$ cat config.mk
export PLATFORM = sky130hd
export DESIGN_NAME = serial_subtractor
export DESIGN_NICKNAME = d
export VERILOG_FILES = /design/src/rtl/serial_subtractor.sv
export SDC_FILE = /design/constraint.sdc
export NUM_CORES = 1
export LEC_CHECK = 0
export ABC_AREA = 0
export CAP_MARGIN = 30
export CORE_UTILIZATION = 51
export CTS_BUF_LIST = sky130_fd_sc_hd__clkbuf_8 sky130_fd_sc_hd__clkbuf_16
export DETAILED_ROUTE_END_ITERATION = 10
export HOLD_SLACK_MARGIN = 0.12
export PLACE_DENSITY = 0.75
export SLEW_MARGIN = 15
export SYNTH_ARGS = -nofsm -noshare
export SYNTH_HDL_FRONTEND = slang
export SYNTH_SLANG_ARGS = --single-unit
$ cat constraint.sdc
create_clock -name clk -period 1.9 [get_ports clk]
set_input_delay 0.19 -clock clk [delete_from_list [all_inputs] [get_ports clk]]
set_output_delay 0.19 -clock clk [all_outputs]
set_load 0.05 [all_outputs]
$ cat src/rtl/serial_subtractor.sv
// Bit-serial subtractor: computes a - b - bin LSB first, one bit per clock,
// and publishes diff, borrow-out and signed overflow on completion.
module serial_subtractor #(
    parameter int WIDTH = 8
) (
    input  logic             clk,
    input  logic             reset,
    input  logic             start,
    input  logic [WIDTH-1:0] a,
    input  logic [WIDTH-1:0] b,
    input  logic             bin,
    output logic             busy,
    output logic             done,
    output logic [WIDTH-1:0] diff,
    output logic             bout,
    output logic             ovf
);

    localparam int CW = $clog2(WIDTH);

    typedef enum logic [1:0] {
        IDLE,
        RUN,
        DONE
    } state_t;

    state_t           state;
    logic [WIDTH-1:0] a_sh;
    logic [WIDTH-1:0] b_sh;
    logic [WIDTH-1:0] res_sh;
    logic             br;
    logic [CW-1:0]    cnt;

    logic             d;
    logic             br_next;
    logic [WIDTH-1:0] res_next;
    logic             last_bit;

    // One full-subtractor slice acting on the current LSBs and running borrow.
    always_comb begin
        d        = a_sh[0] ^ b_sh[0] ^ br;
        br_next  = (~a_sh[0] & b_sh[0]) | (~a_sh[0] & br) | (b_sh[0] & br);
        res_next = {d, res_sh[WIDTH-1:1]};
        last_bit = (cnt == CW'(WIDTH - 1));
    end

    always_ff @(posedge clk or posedge reset) begin
        if (reset) begin
            state  <= IDLE;
            a_sh   <= '0;
            b_sh   <= '0;
            res_sh <= '0;
            br     <= 1'b0;
            cnt    <= '0;
            diff   <= '0;
            bout   <= 1'b0;
            ovf    <= 1'b0;
        end else begin
            case (state)
                IDLE, DONE: begin
                    if (start) begin
                        a_sh  <= a;
                        b_sh  <= b;
                        br    <= bin;
                        cnt   <= '0;
                        state <= RUN;
                    end else begin
                        state <= IDLE;
                    end
                end
                RUN: begin
                    a_sh   <= a_sh >> 1;
                    b_sh   <= b_sh >> 1;
                    res_sh <= res_next;
                    br     <= br_next;
                    // Overflow: borrow into the MSB differs from borrow out of it.
                    if (last_bit) begin
                        diff  <= res_next;
                        bout  <= br_next;
                        ovf   <= br ^ br_next;
                        state <= DONE;
                    end else begin
                        cnt <= cnt + CW'(1);
                    end
                end
                default: state <= IDLE;
            endcase
        end
    end

    assign busy = (state == RUN);
    assign done = (state == DONE);

endmodule

Word level (Yosys, flattened, before mapping)
Index checks and enable logic that the tools add are counted.
{ "op_classes": {"reduce_logical": 6, "n_mux": 12, "n_bitwise": 9, "eq_ne": 6, "n_addsub": 1} }
{ "ops": {"columns": ["operator", "n"], "rows": [
  ["case mux 8 bit (2 select lines)", 2],
  ["two-way mux 8 bit", 2],
  ["two-way mux 3 bit", 2],
  ["case mux 3 bit (2 select lines)", 1],
  ["inequality test 2 bit (second input constant)", 2],
  ["case mux 2 bit (2 select lines)", 1],
  ["AND reduction 2 bit", 2],
  ["adder 3 x 1 -> 3 bit (second input constant)", 1],
  ["bitwise AND 1 bit", 3],
  ["equality test 3 bit (second input constant)", 1],
  ["AND reduction 3 bit", 1],
  ["bitwise XOR 1 bit", 3],
  ["equality test 2 x 1 -> 1 bit (second input constant)", 1],
  ["equality test 2 bit (second input constant)", 1],
  ["zero test 2 bit", 1],
  ["two-way mux 1 bit", 2],
  ["two-way mux 2 bit", 1],
  ["inequality test 2 x 1 -> 1 bit (second input constant)", 1],
  ["OR 1 bit", 2],
  ["case mux 1 bit (2 select lines)", 1],
  ["nonzero test 2 bit", 1],
  ["OR reduction 2 bit", 1],
  ["NOT 1 bit", 1]
]} }
{ "word_totals": {"ff_bits": 40, "word_cells": 43, "output_inout_bits": 12, "inputBits": 20} }

Longest topological paths before layout
Gate-level depths: netlist of the first run.
{ "depth": {"ltp_word": 5, "mapped_depth": 6, "depth_no_buf": 5} }

Least setup slack after synthesis of the first run
Ideal clock, no wire load.
{ "synth_path": {"path_type": "reg2out", "from": "register state[0]", "to": "output port done", "t_arrival_ns": 1.311, "setup_slack_ns": 0.399, "stages_incl_launch_ff": 3, "path_cell_list": "dfrtp_1 buf_2 nor2b_1"} }
{ "synth_via": {"elab_chain_cells": 1} }
{ "synth_rtl": {"columns": ["item", "line_no", "text"], "rows": [
  ["from (decl)", "27", "state_t state;"],
  ["from (signal assigned)", "49", "state <= IDLE;"],
  ["from (signal assigned)", "66", "state <= RUN;"],
  ["from (signal assigned)", "68", "state <= IDLE;"],
  ["equality test 2 bit", "92", "assign done = (state == DONE);"],
  ["to (decl)", "13", "output logic done,"]
]} }
No other way between the ends.

Worst setup path in the final report of the first run
{ "layout_path": {"from": "register diff[7]", "to": "output port diff[7]"} }
{ "layout_lines": {"columns": ["item", "line_no", "text"], "rows": [
  ["from (decl)", "14", "output logic [WIDTH-1:0] diff,"],
  ["from (signal assigned)", "78", "diff <= res_next;"]
]} }
No word-level cell between the ends.

==> flow_summary.rst, run 1 <==
.. list-table::
   :header-rows: 1

   * - Metric
     - Value
   * - Number of nets still failing antenna checks after routing
     - 0
   * - Result of the run
     - finished clean
   * - Buffers added on ports
     - 31
   * - Worst r2r dst
     - cnt[0]
   * - Clock Latency Late Sink
     - 290 ps
   * - Proportion of netlist area held by the largest area contributor
     - 0.564
   * - Overall Global Routing Usage
     - 0.205
   * - Proportion of layout cells with a drive suffix above 1
     - 0.153
   * - Post-route setup TNS
     - 0 ps
   * - Leading area contributor after synthesis
     - sky130_fd_sc_hd__dfrtp_1
   * - Met3 wire length
     - 130 µm
   * - Hold-fix buffers at CTS
     - 0
   * - Vias/cell
     - 5.22
   * - CP bufs+invs
     - 1
   * - Count of mapped cells out of synthesis
     - 154
   * - Starting Density
     - 0.553
   * - Max-slew violation total from the final report
     - 0
   * - CTS tree
     - built
   * - Path depth of the worst reg2reg path
     - 5
   * - Final Core Density
     - 0.690
   * - Post-synth design cell area
     - 1730 µm²
   * - Wire length on met2
     - 1580 µm
   * - HP Class
     - in2async
   * - Worst relative slew slack
     - 0.604
   * - DR vias
     - 1217
   * - Std cell rows
     - 20
   * - Largest clock skew in the final design
     - 7.40 ps
   * - Clock edge transition at the registers on the reported setup and hold paths
     - 70 ps
   * - Total die area
     - 3630 µm²
   * - Number of endpoints failing setup at the final stage
     - 0
   * - Upper clock frequency limit
     - 0.607 GHz
   * - Final period utilization
     - 0.866
   * - Count of nets after finishing
     - 211
   * - Met1 WL
     - 1330 µm
   * - Maximum vdd ir drop
     - 0.849 mV
   * - Antenna diodes
     - 0
   * - PwrDens
     - 1730 nW/µm²
   * - TritonCTS buffer count
     - 5
   * - Via count of the first global-routing pass
     - 1196
   * - Sequential share of the synthesized area
     - 0.564
   * - Critical path launch point type
     - register
   * - Uppermost layer routed
     - met4
   * - Total grt overflow
     - 0
   * - Post-cts repair resize count
     - 0
   * - Required time reported for the critical path endpoint
     - 1710 ps
   * - Core Box Area
     - 3130 µm²
   * - Half-perimeter wire length of the detailed placement result
     - 2220 µm
   * - Flops & latches, synth
     - 39
   * - Minimum clock period
     - 1650 ps
   * - Critical Path Sink Type
     - output pin
   * - Routed WL
     - 3080 µm
   * - I/O pin total
     - 32
   * - DRC
     - 0
   * - Pin slew with the least headroom to its limit
     - 595 ps
   * - Series of cell instances along the critical path
     - clkdlybuf4s50_1
   * - Arrival time at the worst endpoint
     - 1460 ps
   * - Setup fix buffers added after clock tree synthesis
     - 0
   * - Warnings from Yosys
     - 0
   * - Number of antenna violations at the first check in global routing
     - 0
   * - Worst setup path class
     - reg2out
   * - Maximum fanout along the worst path
     - 2
   * - Most area-consuming cells after synthesis
     - sky130_fd_sc_hd__dfrtp_1 56%, sky130_fd_sc_hd__nand2_1 5.4%, sky130_fd_sc_hd__a21oi_2 5.1%, sky130_fd_sc_hd__o22ai_1 4.7%, sky130_fd_sc_hd__mux2_4 4.3%
   * - Crit Reg-Reg Startpoint
     - cnt[0]
   * - Leakage component of the power
     - 1.04 nW
   * - CTS H-tree lvls
     - 2
   * - Count of max-cap constraint violations
     - 0
   * - Iteration-0 DRC Markers
     - 29
   * - Largest stage delay, worst path
     - 810 ps
   * - CTS root buf
     - sky130_fd_sc_hd__clkbuf_8
   * - Number of different library cells in the post-synthesis netlist
     - 26
   * - Synthesized netlist net count
     - 177
   * - Final hold violation count
     - 0
   * - Largest net degree at the start of global routing
     - 40
   * - Setup slack, reg-to-reg
     - 300 ps
   * - Last weighted congestion value of the routability-driven placer
     - 0.741
   * - Number of detailed-route iterations in the first pass
     - 4
   * - Bufs on Longest Clock Path
     - 2
   * - Critical path's top delay family
     - buffers and inverters
   * - Relative area change from synthesis to final layout
     - 24.8%
   * - Wire length of the first global-routing pass
     - 5210 µm
   * - Post-synthesis average cell area
     - 11.2 µm²
   * - Chip width
     - 60.3 µm
   * - Sinks on the clock net
     - 39
   * - WL per Instance
     - 13.2 µm
   * - Slowest CP cell
     - sky130_fd_sc_hd__clkdlybuf4s50_1
   * - Die outline height
     - 60.3 µm
   * - Unrepaired setup endpoints after global routing
     - false
layer usage:
metal | vias to the layer above | GRT usage
li1 | 588 | -
met1 | 596 | 0.224
met2 | 29 | 0.352
met3 | 4 | 0.0779
met4 | 0 | 0.0897
met5 | - | 0
layout by cell type, fill, tap and decap left out, types with 2 or more instances in the layout:
cell and count:
sky130_fd_sc_hd__nand3_1 4, sky130_fd_sc_hd__o22ai_1 13, sky130_fd_sc_hd__a211oi_1 2, sky130_fd_sc_hd__a21oi_1 5, sky130_fd_sc_hd__nor2_1 2, sky130_fd_sc_hd__nand2b_1 2, sky130_fd_sc_hd__clkbuf_8 5, sky130_fd_sc_hd__nor2b_1 4
sky130_fd_sc_hd__ha_1 2, sky130_fd_sc_hd__inv_1 18, sky130_fd_sc_hd__buf_4 5, sky130_fd_sc_hd__a21oi_2 10, sky130_fd_sc_hd__mux2i_1 2, sky130_fd_sc_hd__dfrtp_1 39, sky130_fd_sc_hd__nand2_1 25, sky130_fd_sc_hd__o21ai_1 4
sky130_fd_sc_hd__clkdlybuf4s50_1 29, sky130_fd_sc_hd__mux2_4 5, sky130_fd_sc_hd__a22o_1 2, sky130_fd_sc_hd__mux2_1 3
state kept, by name, summed over array words and instances, names as in the netlist:
signal / flops
a_sh: 8
b_sh: 8
bout: 1
br: 1
cnt: 3
diff: 8
ovf: 1
res_sh: 7
state: 2
cell usage after synthesis:
master                     count
sky130_fd_sc_hd__nor2_1        2
sky130_fd_sc_hd__a22o_1        2
sky130_fd_sc_hd__dfrtp_1      39
sky130_fd_sc_hd__mux2i_1       2
sky130_fd_sc_hd__a211oi_1      2
sky130_fd_sc_hd__mux2_1        3
sky130_fd_sc_hd__xnor2_1       1
sky130_fd_sc_hd__buf_2         5
sky130_fd_sc_hd__a21oi_1       5
sky130_fd_sc_hd__nor2b_1       4
sky130_fd_sc_hd__nand2_1      25
sky130_fd_sc_hd__inv_1        16
sky130_fd_sc_hd__o22ai_1      13
sky130_fd_sc_hd__a21o_4        1
sky130_fd_sc_hd__buf_6         2
sky130_fd_sc_hd__buf_4         1
sky130_fd_sc_hd__nand3_1       4
sky130_fd_sc_hd__fa_1          1
sky130_fd_sc_hd__nand2b_1      2
sky130_fd_sc_hd__o211ai_1      1
sky130_fd_sc_hd__o21ai_1       4
sky130_fd_sc_hd__ha_1          2
sky130_fd_sc_hd__or3b_1        1
sky130_fd_sc_hd__mux2_4        5
sky130_fd_sc_hd__nand3b_4      1
sky130_fd_sc_hd__a21oi_2      10
where the power goes:
part	internal (mW)	switching, mW
clock network	0.247	0.273
logic	0.752	1.02
registers	1.21	0.251
how the worst max path moves through the flow:
stage | slack, ps | start | cells after the start | endpoint
4_1_cts | 230 | diff[7] | 1 | diff[7]
2_1_floorplan | 400 | state[0] | 2 | done
6_report | 250 | diff[7] | 1 | diff[7]
5_1_grt | 200 | cnt[0] | 5 | cnt[0]
3_5_place_dp | 230 | start | 4 | b_sh[2]
3_3_place_gp | 340 | start | 4 | b_sh[2]
final cells by class:
| type | count | area, µm² |
|---|---|---|
| clock buffers | 5 | 68.8 |
| clock inverters | 3 | 12.5 |
| multi-input cells | 91 | 639 |
| repair buffers | 35 | 348 |
| well taps | 44 | 55.1 |
| flip-flops and latches | 39 | 976 |
| fillers | 249 | 968 |
| inverters | 16 | 60.1 |
metrics by stage:
stage                     cell area, µm²  instances  total power, mW  hold slack, ps  setup slack [ps]
after global routing                2160        233             4.02             337               196
after detailed placement            2080        225             3.27             479               226
after floorplan                     1730        154             2.76             323               399
final                               2160        233             3.74             296               254
after global placement              2080        225             3.18             464               338
after CTS                           2160        233             3.79             322               235
logic make-up (layout without fill, tap and decap cells):
family,count (synthesis),count (layout),synth area share
multiplexers,10,10,0.0745
AND/OR/NAND/NOR,39,39,0.108
buffers and inverters,24,59,0.0665
flip-flops,39,39,0.564
adder cells (fa/ha/maj),3,3,0.0260
XOR/XNOR,1,1,0.00506
AO/OA/AOI/OAI,38,38,0.155
Power figures use the tool's default switching activity.
==> inputs of run 2 (changes only) <==
--- a/config.mk
+++ b/config.mk
@@ -9,8 +9,10 @@
 export CAP_MARGIN = 30
 export CORE_UTILIZATION = 51
 export CTS_BUF_LIST = sky130_fd_sc_hd__clkbuf_8 sky130_fd_sc_hd__clkbuf_16
+export CTS_CLUSTER_SIZE = 30
 export DETAILED_ROUTE_END_ITERATION = 10
 export HOLD_SLACK_MARGIN = 0.12
+export MAX_ROUTING_LAYER = met4
 export PLACE_DENSITY = 0.75
 export SLEW_MARGIN = 15
 export SYNTH_ARGS = -nofsm -noshare
==> flow_summary.rst, run 2 (same netlist as run 1, synthesis figures left out) <==
.. list-table::
   :header-rows: 1

   * - Metric
     - Value
   * - Result of the run
     - finished clean
   * - Bufs on Longest Clock Path
     - 2
   * - Final period utilization
     - 0.866
   * - Iteration-0 DRC Markers
     - 25
   * - TritonCTS buffer count
     - 5
   * - Count of max-cap constraint violations
     - 0
   * - Number of nets still failing antenna checks after routing
     - 0
   * - Series of cell instances along the critical path
     - clkdlybuf4s50_1
   * - Clock edge transition at the registers on the reported setup and hold paths
     - 70 ps
   * - Routed WL
     - 3080 µm
   * - CTS H-tree lvls
     - 2
   * - Via count of the first global-routing pass
     - 1196
   * - CTS root buf
     - sky130_fd_sc_hd__clkbuf_8
   * - Critical path's top delay family
     - buffers and inverters
   * - Max-slew violation total from the final report
     - 0
   * - CTS tree
     - built
   * - Final hold violation count
     - 0
   * - Minimum clock period
     - 1650 ps
   * - Proportion of layout cells with a drive suffix above 1
     - 0.153
   * - Largest stage delay, worst path
     - 810 ps
   * - Unrepaired setup endpoints after global routing
     - false
   * - Most common library cell in the layout ignoring fill and taps
     - sky130_fd_sc_hd__dfrtp_1
   * - Sinks on the clock net
     - 39
   * - Number of detailed-route iterations in the first pass
     - 4
   * - HP Class
     - in2async
   * - Core Box Area
     - 3130 µm²
   * - Regs by FF count
     - a_sh (8), b_sh (8), diff (8)
   * - Worst relative slew slack
     - 0.604
   * - Die outline height
     - 60.3 µm
   * - Last weighted congestion value of the routability-driven placer
     - 0.750
   * - Critical Path Sink Type
     - output pin
   * - Wire length of the first global-routing pass
     - 5220 µm
   * - Half-perimeter wire length of the detailed placement result
     - 2220 µm
   * - Maximum fanout along the worst path
     - 2
   * - Leakage component of the power
     - 1.04 nW
   * - Clock Latency Late Sink
     - 290 ps
   * - Arrival time at the worst endpoint
     - 1460 ps
   * - Critical path launch point type
     - register
   * - CP bufs+invs
     - 1
   * - DRC
     - 0
   * - Largest net degree at the start of global routing
     - 40
   * - Starting Density
     - 0.553
   * - Worst setup path start
     - diff[7]
   * - Total die area
     - 3630 µm²
   * - Total design power
     - 3.74 mW
   * - Std cell rows
     - 20
   * - Relative area change from synthesis to final layout
     - 24.8%
   * - Buffers added on ports
     - 31
   * - Count of nets after finishing
     - 211
   * - DR vias
     - 1217
   * - Upper clock frequency limit
     - 0.607 GHz
   * - Maximum vdd ir drop
     - 0.849 mV
   * - Leading cell types in the layout, fill and taps excluded
     - 39 x sky130_fd_sc_hd__dfrtp_1, 29 x sky130_fd_sc_hd__clkdlybuf4s50_1, 25 x sky130_fd_sc_hd__nand2_1, 18 x sky130_fd_sc_hd__inv_1, 13 x sky130_fd_sc_hd__o22ai_1
   * - PwrDens
     - 1730 nW/µm²
   * - Pin slew with the least headroom to its limit
     - 594 ps
   * - WL per Instance
     - 13.2 µm
   * - Worst setup path class
     - reg2out
   * - Setup fix buffers added after clock tree synthesis
     - 0
   * - Crit Reg-Reg Startpoint
     - cnt[0]
   * - Slowest CP cell
     - sky130_fd_sc_hd__clkdlybuf4s50_1
   * - Post-cts repair resize count
     - 0
   * - Number of antenna violations at the first check in global routing
     - 0
   * - I/O pin total
     - 32
   * - Chip width
     - 60.3 µm
   * - Largest clock skew in the final design
     - 7.40 ps
   * - Final Core Density
     - 0.690
   * - Antenna diodes
     - 0
   * - Hold-fix buffers at CTS
     - 0
   * - Required time reported for the critical path endpoint
     - 1710 ps
   * - Total grt overflow
     - 0
   * - Overall Global Routing Usage
     - 0.211
   * - Post-route setup TNS
     - 0 ps
   * - Number of endpoints failing setup at the final stage
     - 0
   * - Vias/cell
     - 5.22
-- run 2: cell counts in the layout (fill, tap and decap cells not counted) --
Identical to the previous run, type by type.
-- run 2: area by class of cell --
| cell class | count | area (µm²) |
|---|---|---|
| inverters | 16 | 60.1 |
| well taps | 44 | 55.1 |
| clock buffers | 5 | 68.8 |
| repair buffers | 35 | 348 |
| flip-flops and latches | 39 | 976 |
| fillers | 249 | 968 |
| multi-input cells | 91 | 639 |
| clock inverters | 3 | 12.5 |
-- run 2: through the flow --
| step | std cells | cell area (µm²) | hold slack, ps | worst slack, ps |
|---|---|---|---|---|
| finish | 233 | 2160 | 296 | 254 |
| global placement | 225 | 2080 | 464 | 338 |
| detailed placement | 225 | 2080 | 479 | 226 |
| global route | 233 | 2160 | 337 | 196 |
| CTS | 233 | 2160 | 322 | 235 |
| floorplan | 154 | 1730 | 323 | 399 |
-- run 2: worst paths after layout --
| check | endpoint | slack, ps | cells after the start |
|---|---|---|---|
| worst max-delay path | diff[7] | 250 | 1 |
| worst min-delay path | diff[6] | 300 | 3 |
| worst min register to register | res_sh[1] | 490 | 2 |
| worst max register to register | cnt[0] | 300 | 5 |
| min in group clk | res_sh[1] | 490 | 2 |
| max in group asynchronous | diff[2] | 1250 | 3 |
-- run 2: where the power goes --
group	total, mW	internal, mW	switching, mW
clock	0.520	0.247	0.273
combinational	1.77	0.752	1.02
sequential	1.46	1.21	0.252
total	3.74	2.20	1.54
-- run 2: per-layer routing --
layer | wire length (µm) | vias up | track usage
met1 | 1320 | 596 | 0.224
met5 | 0 | - | -
met3 | 130 | 4 | 0.0779
li1 | - | 588 | -
met2 | 1580 | 29 | 0.352
met4 | 40 | 0 | 0.0897
